[src/rtl/shift_add_multiplier.sv]
// rtl/shift_add_multiplier.sv - sequential unsigned shift-and-add multiplier, one multiplier bit per clock
module shift_add_multiplier #(
    parameter int WIDTH = 4
) (
    input  logic                 clk,
    input  logic                 rst,
    input  logic                 start,
    input  logic [WIDTH-1:0]     multiplicand,
    input  logic [WIDTH-1:0]     multiplier,
    output logic                 busy,
    output logic                 done,
    output logic [2*WIDTH-1:0]   product
);

    localparam int CW = $clog2(WIDTH + 1);

    typedef enum logic [1:0] {
        IDLE = 2'd0,
        RUN  = 2'd1,
        DONE = 2'd2
    } state_t;

    state_t           state;
    logic [WIDTH-1:0] m_reg;
    logic             c_reg;
    logic [WIDTH-1:0] a_reg;
    logic [WIDTH-1:0] q_reg;
    logic [CW-1:0]    count;
    logic [WIDTH:0]   sum;

    // Conditional add of M into {C,A}; C is always zero here so the sum cannot overflow WIDTH+1 bits
    always_comb begin
        sum = {c_reg, a_reg};
        if (q_reg[0]) begin
            sum = {c_reg, a_reg} + {1'b0, m_reg};
        end
    end

    // Control FSM and datapath: capture on start, add-then-shift-right in RUN, one-cycle DONE
    always_ff @(posedge clk) begin
        if (rst) begin
            state   <= IDLE;
            m_reg   <= '0;
            c_reg   <= 1'b0;
            a_reg   <= '0;
            q_reg   <= '0;
            count   <= '0;
            busy    <= 1'b0;
            done    <= 1'b0;
            product <= '0;
        end else begin
            case (state)
                IDLE: begin
                    done <= 1'b0;
                    if (start) begin
                        m_reg <= multiplicand;
                        q_reg <= multiplier;
                        c_reg <= 1'b0;
                        a_reg <= '0;
                        count <= CW'(WIDTH);
                        busy  <= 1'b1;
                        state <= RUN;
                    end
                end
                RUN: begin
                    // {C,A,Q} <= {0, sum, Q[W-1:1]}: the sum's LSB drops into the top of Q
                    c_reg <= 1'b0;
                    a_reg <= sum[WIDTH:1];
                    q_reg <= {sum[0], q_reg[WIDTH-1:1]};
                    count <= count - CW'(1);
                    if (count == CW'(1)) begin
                        product <= {sum[WIDTH:1], sum[0], q_reg[WIDTH-1:1]};
                        busy    <= 1'b0;
                        done    <= 1'b1;
                        state   <= DONE;
                    end
                end
                DONE: begin
                    done <= 1'b0;
                    if (start) begin
                        // back-to-back: accept the next operands without an idle gap
                        m_reg <= multiplicand;
                        q_reg <= multiplier;
                        c_reg <= 1'b0;
                        a_reg <= '0;
                        count <= CW'(WIDTH);
                        busy  <= 1'b1;
                        state <= RUN;
                    end else begin
                        state <= IDLE;
                    end
                end
                default: begin
                    busy  <= 1'b0;
                    done  <= 1'b0;
                    state <= IDLE;
                end
            endcase
        end
    end

endmodule

[config.mk]
export PLATFORM = sky130hd
export DESIGN_NAME = shift_add_multiplier
export DESIGN_NICKNAME = d
export VERILOG_FILES = /design/src/rtl/shift_add_multiplier.sv
export SDC_FILE = /design/constraint.sdc
export NUM_CORES = 1
export LEC_CHECK = 0
export CAP_MARGIN = 20
export CORE_MARGIN = 1
export CORE_UTILIZATION = 55
export CTS_BUF_LIST = sky130_fd_sc_hd__clkbuf_2
export CTS_CLUSTER_DIAMETER = 200
export DETAILED_ROUTE_END_ITERATION = 6
export GPL_ROUTABILITY_DRIVEN = 0
export GPL_TIMING_DRIVEN = 0
export PLACE_DENSITY = 0.82
export SETUP_SLACK_MARGIN = 0.2
export SKIP_LAST_GASP = 1
export SYNTH_ARGS = -nofsm -noshare
export SYNTH_HDL_FRONTEND = slang
export SYNTH_SLANG_ARGS = --single-unit
[constraint.sdc]
create_clock -name clk -period 2.8 [get_ports clk]
set_clock_uncertainty 0.2 [all_clocks]
set_input_delay 0.56 -clock clk [delete_from_list [all_inputs] [get_ports clk]]
set_output_delay 0.56 -clock clk [all_outputs]
set_load 0.01 [all_outputs]
== Word-level counts from Yosys, hierarchy flattened ==
Cells that the tools add are included.

* $add $sub $neg: 2
* Eq/ne operators: 6
* Muxes and demuxes: 16
* Bitwise logic cells: 1
* Reductions and logical operators: 9

{| class="wikitable"
|+ Operators by type and width
! cell !! number
|-
| case mux 4 bit (2 select lines) || 2
|-
| AND reduction 2 bit || 5
|-
| 2-to-1 mux 4 bit || 2
|-
| case mux 2 bit (3 select lines) || 1
|-
| case mux 3 bit (2 select lines) || 1
|-
| adder 5 x 4 -> 5 bit || 1
|-
| 2-to-1 mux 5 bit || 1
|-
| 2-to-1 mux 1 bit || 4
|-
| 2-to-1 mux 2 bit || 2
|-
| != test 2 bit (second input constant) || 2
|-
| case mux 1 bit (2 select lines) || 2
|-
| OR reduction 2 bit || 2
|-
| == test 3 x 1 -> 1 bit (second input constant) || 1
|-
| 2-to-1 mux 3 bit || 1
|-
| subtractor 3 x 1 -> 3 bit (second input constant) || 1
|-
| == test 2 x 1 -> 1 bit (second input constant) || 1
|-
| == test 2 bit (second input constant) || 1
|-
| zero test 2 bit || 1
|-
| != test 2 x 1 -> 1 bit (second input constant) || 1
|-
| nonzero test 2 bit || 1
|-
| NOT 1 bit || 1
|}

* Register bits: 28
* Input bits: 11
* Output and inout port bits: 10
* Word-level logic and storage cells: 43

== Logic depth before layout (Yosys ltp) ==
Gate-level depths: netlist of the first run.

* Word-level depth: 4
* Mapped depth: 7
* Gate-level depth less buffers: 7

== Worst setup path before layout of the first run ==
OpenSTA, ideal clock, no wires.

* Path type: reg2reg
* Start point: register a_reg[0]
* End point: register a_reg[1]
* Setup time: 0.128 ns
* Arrival: 1.402 ns
* Required time: 2.472 ns
* Setup slack: 1.070 ns
* Cell stages (with the launch flop): 8
* Buffers on the path: 0
* Clock period less this slack: 1.730 ns
* Cells stage by stage: dfxtp_1 ha_1 inv_1 fa_1 xnor2_1 mux2i_1 o22ai_1 nor2b_1

* Cells in the longest elaborated chain, start to end: 3

{| class="wikitable"
|+ Ends and longest elaborated chain
! element !! RTL line !! RTL
|-
| start, declared || 26 || <nowiki>logic [WIDTH-1:0] a_reg;</nowiki>
|-
| start signal, assigned || 68 || <nowiki>a_reg <= sum[WIDTH:1];</nowiki>
|-
| adder 5 x 4 -> 5 bit || 35 || <nowiki>sum = {c_reg, a_reg} + {1'b0, m_reg};</nowiki>
|-
| 2-to-1 mux 5 bit || 34 || <nowiki>if (q_reg[0]) begin</nowiki>
|-
| case mux 4 bit (2 select lines) || 52 || <nowiki>case (state)</nowiki>
|}

No other way between the ends.
A chain may end at the register's enable or synchronous reset.

== Worst setup path after layout of the first run ==
* Start point: register busy
* End point: output port busy

{| class="wikitable"
|+ RTL lines
! element !! RTL line !! RTL
|-
| start, declared || 10 || <nowiki>output logic busy,</nowiki>
|-
| start signal, assigned || 48 || <nowiki>busy <= 1'b0;</nowiki>
|-
| start signal, assigned || 61 || <nowiki>busy <= 1'b1;</nowiki>
|-
| start signal, assigned || 73 || <nowiki>busy <= 1'b0;</nowiki>
|}

No word-level cell between the ends.

==> reports/qor.csv, run 1 <==
metric;value;unit
final_util;0.7269;
synth_seq_area_share;0.4307;
path_buf_inv;1;
cpMaxStageDelayCell;clkdlybuf4s50_1;
numCtsBuffers;3;
critical_path.top_delay_family;buffers and inverters;
min_path_cells;2;
cts_tree;done;
status;complete, no violations;
area_delta_synth_final;19.44;%
io_buffers;19;
n_antenna_cell;0;
regMostFlops;product;
finalHoldViolCount;0;
hold_path_end;product[2]$_SDFFE_PP0P_;
fillCellCount;161;
required;2.04;ns
synthTopCellsByArea;dfxtp_1 (43%), a21oi_1 (6.0%), ha_1 (6.0%);
num_vias;1067;
die_w;49.77;µm
synth_xor_area_frac;0.01396;
slew_viol_final;0;
synth.largest_area_cell;dfxtp_1;
ir_drop;419.7;µV
critical_path.cell_chain;clkdlybuf4s50_1;
reg2reg_depth;7;
worstSetupEndpointType;primary output;
ctsResizeCount;0;
cts.reportedPaths.clkPinSlew;0.24;ns
largest_reg_flops;8;
grt_pass1_vias;1018;
cts.path.max_buffers;2;
yosys.area_share.adder;0.07577;
timing.final.ws_setup;0.7523;ns
grt_max_degree;15;
io_pins;21;
r2r_slack;0.91;ns
netlist_area;1255;µm²
core;2062;µm²
viasPerCell;5.500;
synth-warning-count;0;
pre_cts_slack;0.6330;ns
syn_area_per_cell;8.715;µm²
synth_edf_count;0;
worst_slew_pin_slew;0.4653;ns
cp-start-kind;flop;
antenna_found_initial;0;
die_area;2477;µm²
max_freq;488.3;MHz
power;698.0;µW
cp.arrival;1.29;ns
cts_sinks;27;
yosysUniqueCellTypes;35;
syn-num-nets;162;
worstReg2RegStart;a_reg[0]$_SDFFE_PP0P_;
overflow;0;
grt_use_total;0.2289;
drt_iter0_markers;20;
r2r-end;a_reg[1]$_SDFFE_PP0P_;
grt_pass1_wl;4353;µm
fin_tns_setup;0;ns
insertion_delay;0.35;ns
fp.dieH;49.77;µm
drt-pass1-iter-count;4;
leakagePower;0.5476;nW
period_needed;2.048;ns
hold_path.startpoint;product[2]$_SDFFE_PP0P_;
synth_simple_gate_area_frac;0.2223;
maxSlewHeadroom;0.6898;
synth_top_area_share;0.4307;
cts-root-buf;clkbuf_2;
htreeDepth;1;
crit_fanout;2;
slowest_delay;0.54;ns
setup_viol;0;
synth-compound-area-share;0.1705;
worstSetupPathType;reg2out;
hold_class;reg2reg;
rsz0062_at_grt;no;
p_per_area;465.7;nW/µm²
synth_top_family_by_area;simple AND/OR/NAND/NOR gates;
max_cap_violations;0;
drt_wl_total;2445;µm
drive_above_1_share;0.08383;
multiInputGateArea;665.6;µm²
ys_ff_latch;27;
synthArstFlopShare;0;
antenna_left;0;
row_count;16;
finalHoldWorstSlack;0.2765;ns
ff_latch_area;540.5;µm²
postCtsHoldBufs;0;
post_cts_buffers;0;
syn_inst;144;
finalCritPeriodShare;0.7313;
start_util;0.6086;
detail_route.wl_per_cell;12.60;µm
ys.flop_type;dfxtp_1;
synthMuxAreaShare;0.04786;
drc_errors;0;
fin_nets;186;
hpwl;1900;µm
## synthesized netlist by cell type (2+ instances only)
master    number
xnor2_1        2
o21ai_1        2
inv_1          5
mux2i_1        6
nand2_1       17
dfxtp_1       27
nor3_1         4
buf_2          3
ha_1           6
clkbuf_1       3
nand2_2        2
nand2b_1       2
a211oi_1       6
nand3b_1       2
nor2b_1        4
a21oi_1       15
nor2_1        20
## per-stage QoR
| step | instances | area [µm²] |
|---|---|---|
| 2_1_floorplan | 144 | 1255 |
| 3_3_place_gp | 190 | 1479 |
| 3_5_place_dp | 190 | 1479 |
| 4_1_cts | 194 | 1499 |
| 5_1_grt | 194 | 1499 |
| 6_report | 194 | 1499 |
## report_power, final
group	internal, mW	leakage, nW	switching (mW)	total [mW]
sequential	0.406	0.220	0.0139	0.420
clock	0.0377	0.0166	0.111	0.148
combinational	0.0583	0.311	0.0717	0.130
## kinds of logic (layout without fill, tap and decap cells)
logic type,count (synthesis),count (layout)
and+or+nand+nor,57,57
muxes,6,6
DFF,27,27
buffers and inverters,12,35
xor gates and xnor gates,2,2
adders and majority gates,7,7
AOI/OAI and AO/OA,33,33
## worst max-delay path by stage
stage                           from               endpoint  slack (ns)  cells after the start
5_1_grt            done$_SDFFE_PP0P_                   done        0.66                      1
3_5_place_dp                   start  a_reg[3]$_SDFFE_PP0P_        0.63                      5
3_3_place_gp                   start  a_reg[3]$_SDFFE_PP0P_        0.67                      5
2_1_floorplan  a_reg[0]$_SDFFE_PP0P_  a_reg[1]$_SDFFE_PP0P_        1.07                      7
6_report           busy$_SDFFE_PP0P_                   busy        0.75                      1
4_1_cts            done$_SDFFE_PP0P_                   done        0.74                      1
## metal layers
layer | routed length (µm) | part of all wire | up-vias | global-route usage
met5 | 0 | 0 | - | 0
met1 | 1127 | 0.46 | 497 | 0.2780
met2 | 1204 | 0.49 | 25 | 0.4032
met3 | 107 | 0.044 | 2 | 0.06790
li1 | - | - | 543 | -
met4 | 5 | 0.0020 | 0 | 0.03333
## cell usage in the layout (no fill, tap or decap), types with 4 or more instances in the layout
| master | instances |
|---|---|
| dfxtp_1 | 27 |
| nor2_1 | 20 |
| clkdlybuf4s50_1 | 19 |
| nand2_1 | 17 |
| a21oi_1 | 15 |
| mux2i_1 | 6 |
| a211oi_1 | 6 |
| ha_1 | 6 |
| inv_1 | 5 |
| nor3_1 | 4 |
| nor2b_1 | 4 |
| clkbuf_2 | 4 |
## final cells by class
cell class / count / share of cell area
Multi-Input combinational cell: 105 / 0.4441
Clock buffer: 4 / 0.01336
Buffer: 6 / 0.01753
Tap cell: 27 / 0.02254
Inverter: 6 / 0.01503
Timing Repair Buffer: 19 / 0.1269
Sequential cell: 27 / 0.3606
(Power assumes the default switching activity.)
==> run 2, diff against run 1 <==
- CORE_UTILIZATION: 55 -> 49
- PLACE_DENSITY: 0.82 -> 0.77
- clock period: 2.8 -> 1.7 ns (I/O delays scaled with it)
==> reports/qor.csv, run 2 (synthesis gave the netlist of run 1 again) <==
metric;value;unit;change
num_vias;1121;;+5.1%
fin_tns_setup;-0.2105;ns;-0.2105 ns
start_util;0.5413;;-0.06733
row_count;17;;+1
grt_pass1_vias;1075;;+5.6%
grt_pass1_wl;4540;µm;+4.3%
crit_fanout;3;;+1
cts-root-buf;clkbuf_2;;
largest_reg_flops;8;;unchanged
viasPerCell;5.522;;+0.40%
drt_iter0_markers;11;;-45%
n_antenna_cell;0;;unchanged
detail_route.wl_per_cell;15.07;µm;+20%
status;finished, violations left;;
overflow;0;;unchanged
grt_use_total;0.2237;;-0.005169
drt_wl_total;3059;µm;+25%
worst_slew_pin_slew;0.4946;ns;+0.02925 ns
drc_errors;0;;unchanged
leakagePower;0.6369;nW;+16%
required;1.80;ns;-0.24 ns
hold_path_end;a_reg[1]$_SDFFE_PP0P_;;
die_area;2767;µm²;+12%
core;2318;µm²;+12%
ff_latch_area;569.3;µm²;+5.3%
drt-pass1-iter-count;5;;+1
io_pins;21;;unchanged
antenna_found_initial;0;;unchanged
area_delta_synth_final;35.69;%;
finalHoldViolCount;0;;unchanged
slew_viol_final;0;;unchanged
min_path_cells;2;;unchanged
rsz0062_at_grt;yes;;
cp-start-kind;flop;;
die_w;52.61;µm;+5.7%
regMostFlops;product;;
finalCritPeriodShare;1.067;;
fillCellCount;189;;+17%
htreeDepth;1;;unchanged
max_cap_violations;0;;unchanged
hold_path.startpoint;rst;;
cts.path.max_buffers;2;;unchanged
violations;setup timing;;
r2r-end;a_reg[1]$_SDFFE_PP0P_;;
max_freq;551.5;MHz;
hold_class;in2reg;;
reg2reg_depth;6;;-1
cts_tree;done;;
cts_sinks;27;;unchanged
cp.arrival;1.91;ns;+0.62 ns
postCtsHoldBufs;0;;unchanged
worstReg2RegStart;m_reg[1]$_SDFFE_PP0P_;;
cts.reportedPaths.clkPinSlew;0.26;ns;+0.02 ns
setup_viol;4;;+4
worstSetupEndpointType;flop;;
fin_nets;194;;+4.3%
layout_commonest_cell;nor2_1;;
hpwl;1952;µm;+2.7%
most-common-layout-cells;nor2_1 (20), dfxtp_2 (17), nand2_1 (16);;
insertion_delay;0.38;ns;+0.03 ns
r2r_slack;-0.11;ns;-1.02 ns
grt_max_degree;17;;+2
drive_above_1_share;0.4057;;+0.3219
p_per_area;723.8;nW/µm²;+55%
worstSetupPathType;reg2reg;;
multiInputGateArea;812.0;µm²;+22%
period_needed;1.813;ns;
maxSlewHeadroom;0.6703;;-0.01950
io_buffers;19;;unchanged
numCtsBuffers;3;;unchanged
power;1.233;mW;+77%
ir_drop;566.2;µV;+35%
timing.final.ws_setup;-0.1134;ns;-0.8656 ns
fp.dieH;52.61;µm;+5.7%
antenna_left;0;;unchanged
-- run 2: cell count changes in the layout (fill, tap and decap cells not counted), moves of 4 or more --
cell             change
buf_4                +7
dfxtp_2             +17
ha_1                 -4
buf_2                +8
dfxtp_1             -19
clkdlybuf4s50_1     -10
ha_4                 +4
-- run 2: what timing repair did --
action / in CTS / in global routing
gates resized for setup: 56 / 21
buffers inserted: 5 / 3
pin swaps: 5 / 5
setup endpoints to repair: 23 / 18
-- run 2: routing by layer --
layer | GRT usage | up-vias | part of all wire
met5 | 0 | - | 0
met3 | 0.02609 | 5 | 0.030
met2 | 0.4093 | 26 | 0.53
li1 | - | 557 | -
met1 | 0.2566 | 533 | 0.42
met4 | 0.09649 | 0 | 0.014
-- run 2: critical path: stages (launching register included) --
cell and delay (ns):
dfxtp_1 0.44, inv_1 0.09, fa_2 0.41, xnor2_1 0.14, mux2i_1 0.20, o22ai_1 0.11, nor2b_1 0.14
-- run 2: stage by stage --
stage          hold WS (ns)  utilization  area (µm²)  setup slack (ns)  std cells
6_report             0.1496       0.7345        1703           -0.1134        203
5_1_grt              0.1452       0.7345        1703           -0.1782        203
4_1_cts             0.09891       0.6865        1592          -0.05208        200
3_5_place_dp         0.2520       0.6632        1538           -0.2152        191
3_3_place_gp         0.2446       0.6632        1538           -0.1851        191
2_1_floorplan        0.2449            -        1313           0.05367        144
-- run 2: worst max-delay path by stage --
stage | startpoint | end | slack (ns)
2_1_floorplan | a_reg[0]$_SDFFE_PP0P_ | a_reg[1]$_SDFFE_PP0P_ | 0.05
3_3_place_gp | start | a_reg[3]$_SDFFE_PP0P_ | -0.19
3_5_place_dp | start | a_reg[3]$_SDFFE_PP0P_ | -0.22
4_1_cts | a_reg[0]$_SDFFE_PP0P_ | a_reg[1]$_SDFFE_PP0P_ | -0.05
5_1_grt | a_reg[1]$_SDFFE_PP0P_ | a_reg[1]$_SDFFE_PP0P_ | -0.18
6_report | m_reg[1]$_SDFFE_PP0P_ | a_reg[1]$_SDFFE_PP0P_ | -0.11
-- run 2: report_power, final --
group / leakage [nW] / switching (mW) / internal [mW] / total, mW
clock network: 0.0126 / 0.203 / 0.0545 / 0.258
logic: 0.395 / 0.148 / 0.128 / 0.275
registers: 0.230 / 0.0310 / 0.669 / 0.700
-- run 2: layout make-up --
cell class / count / area share
Buffer: 6 / 0.01690
Timing Repair Buffer: 27 / 0.1249
Multi-Input combinational cell: 105 / 0.4769
Sequential cell: 27 / 0.3343
Clock inverter: 1 / 0.004409
Clock buffer: 3 / 0.008817
Inverter: 6 / 0.01323
Tap cell: 28 / 0.02057
==> run 3, diff against run 2 <==
- RECOVER_POWER: not set -> 25
- SLEW_MARGIN: not set -> 20
==> reports/qor.csv, run 3 (synthesis gave the netlist of run 1 again) <==
metric;value;unit;change
status;finished, violations left;;
violations;setup timing;;
drt_wl_total;3075;µm;+0.52%
hpwl;1952;µm;unchanged
regMostFlops;product;;
cts-root-buf;clkbuf_2;;
grt_use_total;0.2237;;unchanged
core;2318;µm²;unchanged
stdcell_count;203;;unchanged
worst_slew_pin_slew;0.4957;ns;+0.001126 ns
finalHoldWorstSlack;0.1400;ns;-0.009667 ns
htreeDepth;1;;unchanged
leakagePower;0.6301;nW;-1.1%
pre_cts_slack;-0.2152;ns;unchanged
n_antenna_cell;0;;unchanged
worstSetupEndpointType;flop;;
finalHoldViolCount;0;;unchanged
layout_commonest_cell;nor2_1;;
fin_tns_setup;-0.2331;ns;-0.02258 ns
ir_drop;565.0;µV;-0.21%
drive_above_1_share;0.3943;;-0.01143
max_freq;549.6;MHz;-0.34%
timing.final.ws_setup;-0.1195;ns;-0.006172 ns
numCtsBuffers;3;;unchanged
required;1.81;ns;about the same
crit_fanout;3;;unchanged
antenna_left;0;;unchanged
max_cap_violations;0;;unchanged
largest_reg_flops;8;;unchanged
critical_path.top_delay_family;flip-flops;;
fp.dieH;52.61;µm;unchanged
fillCellCount;188;;-0.53%
io_buffers;19;;unchanged
cpMaxStageDelayCell;dfxtp_1;;
die_w;52.61;µm;unchanged
cts.reportedPaths.clkPinSlew;0.26;ns;about the same
drt_iter0_markers;11;;unchanged
drt-pass1-iter-count;6;;+1
insertion_delay;0.39;ns;about the same
grt_max_degree;17;;unchanged
most-common-layout-cells;nor2_1 (20), dfxtp_2 (17), nand2_1 (16);;
cts_tree;done;;
grt_pass1_wl;4540;µm;unchanged
critical_path.cell_chain;inv_1 -> fa_2 -> xnor2_1 -> mux2i_1 -> o22ai_1 -> nor2b_1;;
detail_route.wl_per_cell;15.15;µm;+0.52%
start_util;0.5413;;unchanged
period_needed;1.820;ns;+0.006172 ns
cp-start-kind;flop;;
row_count;17;;unchanged
slew_viol_final;0;;unchanged
design_area;1700;µm²;-0.15%
setup_viol;5;;+1
postCtsHoldBufs;0;;unchanged
power;1.235;mW;+0.23%
place_area;1538;µm²;unchanged
path_buf_inv;1;;unchanged
num_vias;1119;;-0.18%
drc_errors;0;;unchanged
cts_sinks;27;;unchanged
finalCritPeriodShare;1.070;;+0.003631
viasPerCell;5.512;;-0.18%
io_pins;21;;unchanged
die_area;2767;µm²;unchanged
cp.arrival;1.93;ns;+0.02 ns
antenna_found_initial;0;;unchanged
hold_class;in2reg;;
p_per_area;726.5;nW/µm²;+0.37%
final_util;0.7334;;-0.001080
fin_nets;194;;unchanged
cts.path.max_buffers;2;;unchanged
worstSetupPathType;reg2reg;;
overflow;0;;unchanged
grt_pass1_vias;1075;;unchanged
rsz0062_at_grt;yes;;
slowest_delay;0.44;ns;about the same
post-place-cells;191;;unchanged
maxSlewHeadroom;0.6695;;-0.0007500
area_delta_synth_final;35.49;%;
==> run 3: per-layer routing <==
layer | up-vias | wire length, µm | GRT usage
met5 | - | 0 | 0
met4 | 0 | 38 | 0.09649
met3 | 6 | 94 | 0.02609
met2 | 26 | 1638 | 0.4093
met1 | 531 | 1303 | 0.2566
li1 | 556 | - | -
==> run 3: layout make-up <==
class	instances	area, µm²	share of cell area
clock inverter	1	7.507	0.004415
tap	28	35.03	0.02060
multi-input combinational	105	812.0	0.4776
timing repair buffer	27	212.7	0.1251
inverter	6	22.52	0.01325
clock buffer	3	15.01	0.008830
sequential	27	569.3	0.3348
buffer	6	26.28	0.01545
==> run 3: worst paths after layout <==
path / cells after the start / to / startpoint / slack (ns)
setup / recovery: 6 / a_reg[1]$_SDFFE_PP0P_ / m_reg[1]$_SDFFE_PP0P_ / -0.12
hold / removal: 2 / a_reg[1]$_SDFFE_PP0P_ / rst / 0.14
setup reg to reg: 6 / a_reg[1]$_SDFFE_PP0P_ / m_reg[1]$_SDFFE_PP0P_ / -0.12
hold reg to reg: 2 / product[1]$_SDFFE_PP0P_ / product[1]$_SDFFE_PP0P_ / 0.27
==> run 3: what timing repair did <==
item / in CTS / in global routing
gates resized for setup: 56 / 21
endpoints found under the hold margin: 0 / 0
gates cloned: 0 / 0
endpoints found under the setup margin: 23 / 18
pin swaps: 5 / 5
setup buffers: 5 / 3
==> run 3: report_power, final <==
part | internal, mW | total, mW | switching, mW
Combinational | 0.127 | 0.275 | 0.148
Sequential | 0.669 | 0.700 | 0.0309
Clock | 0.0544 | 0.261 | 0.207
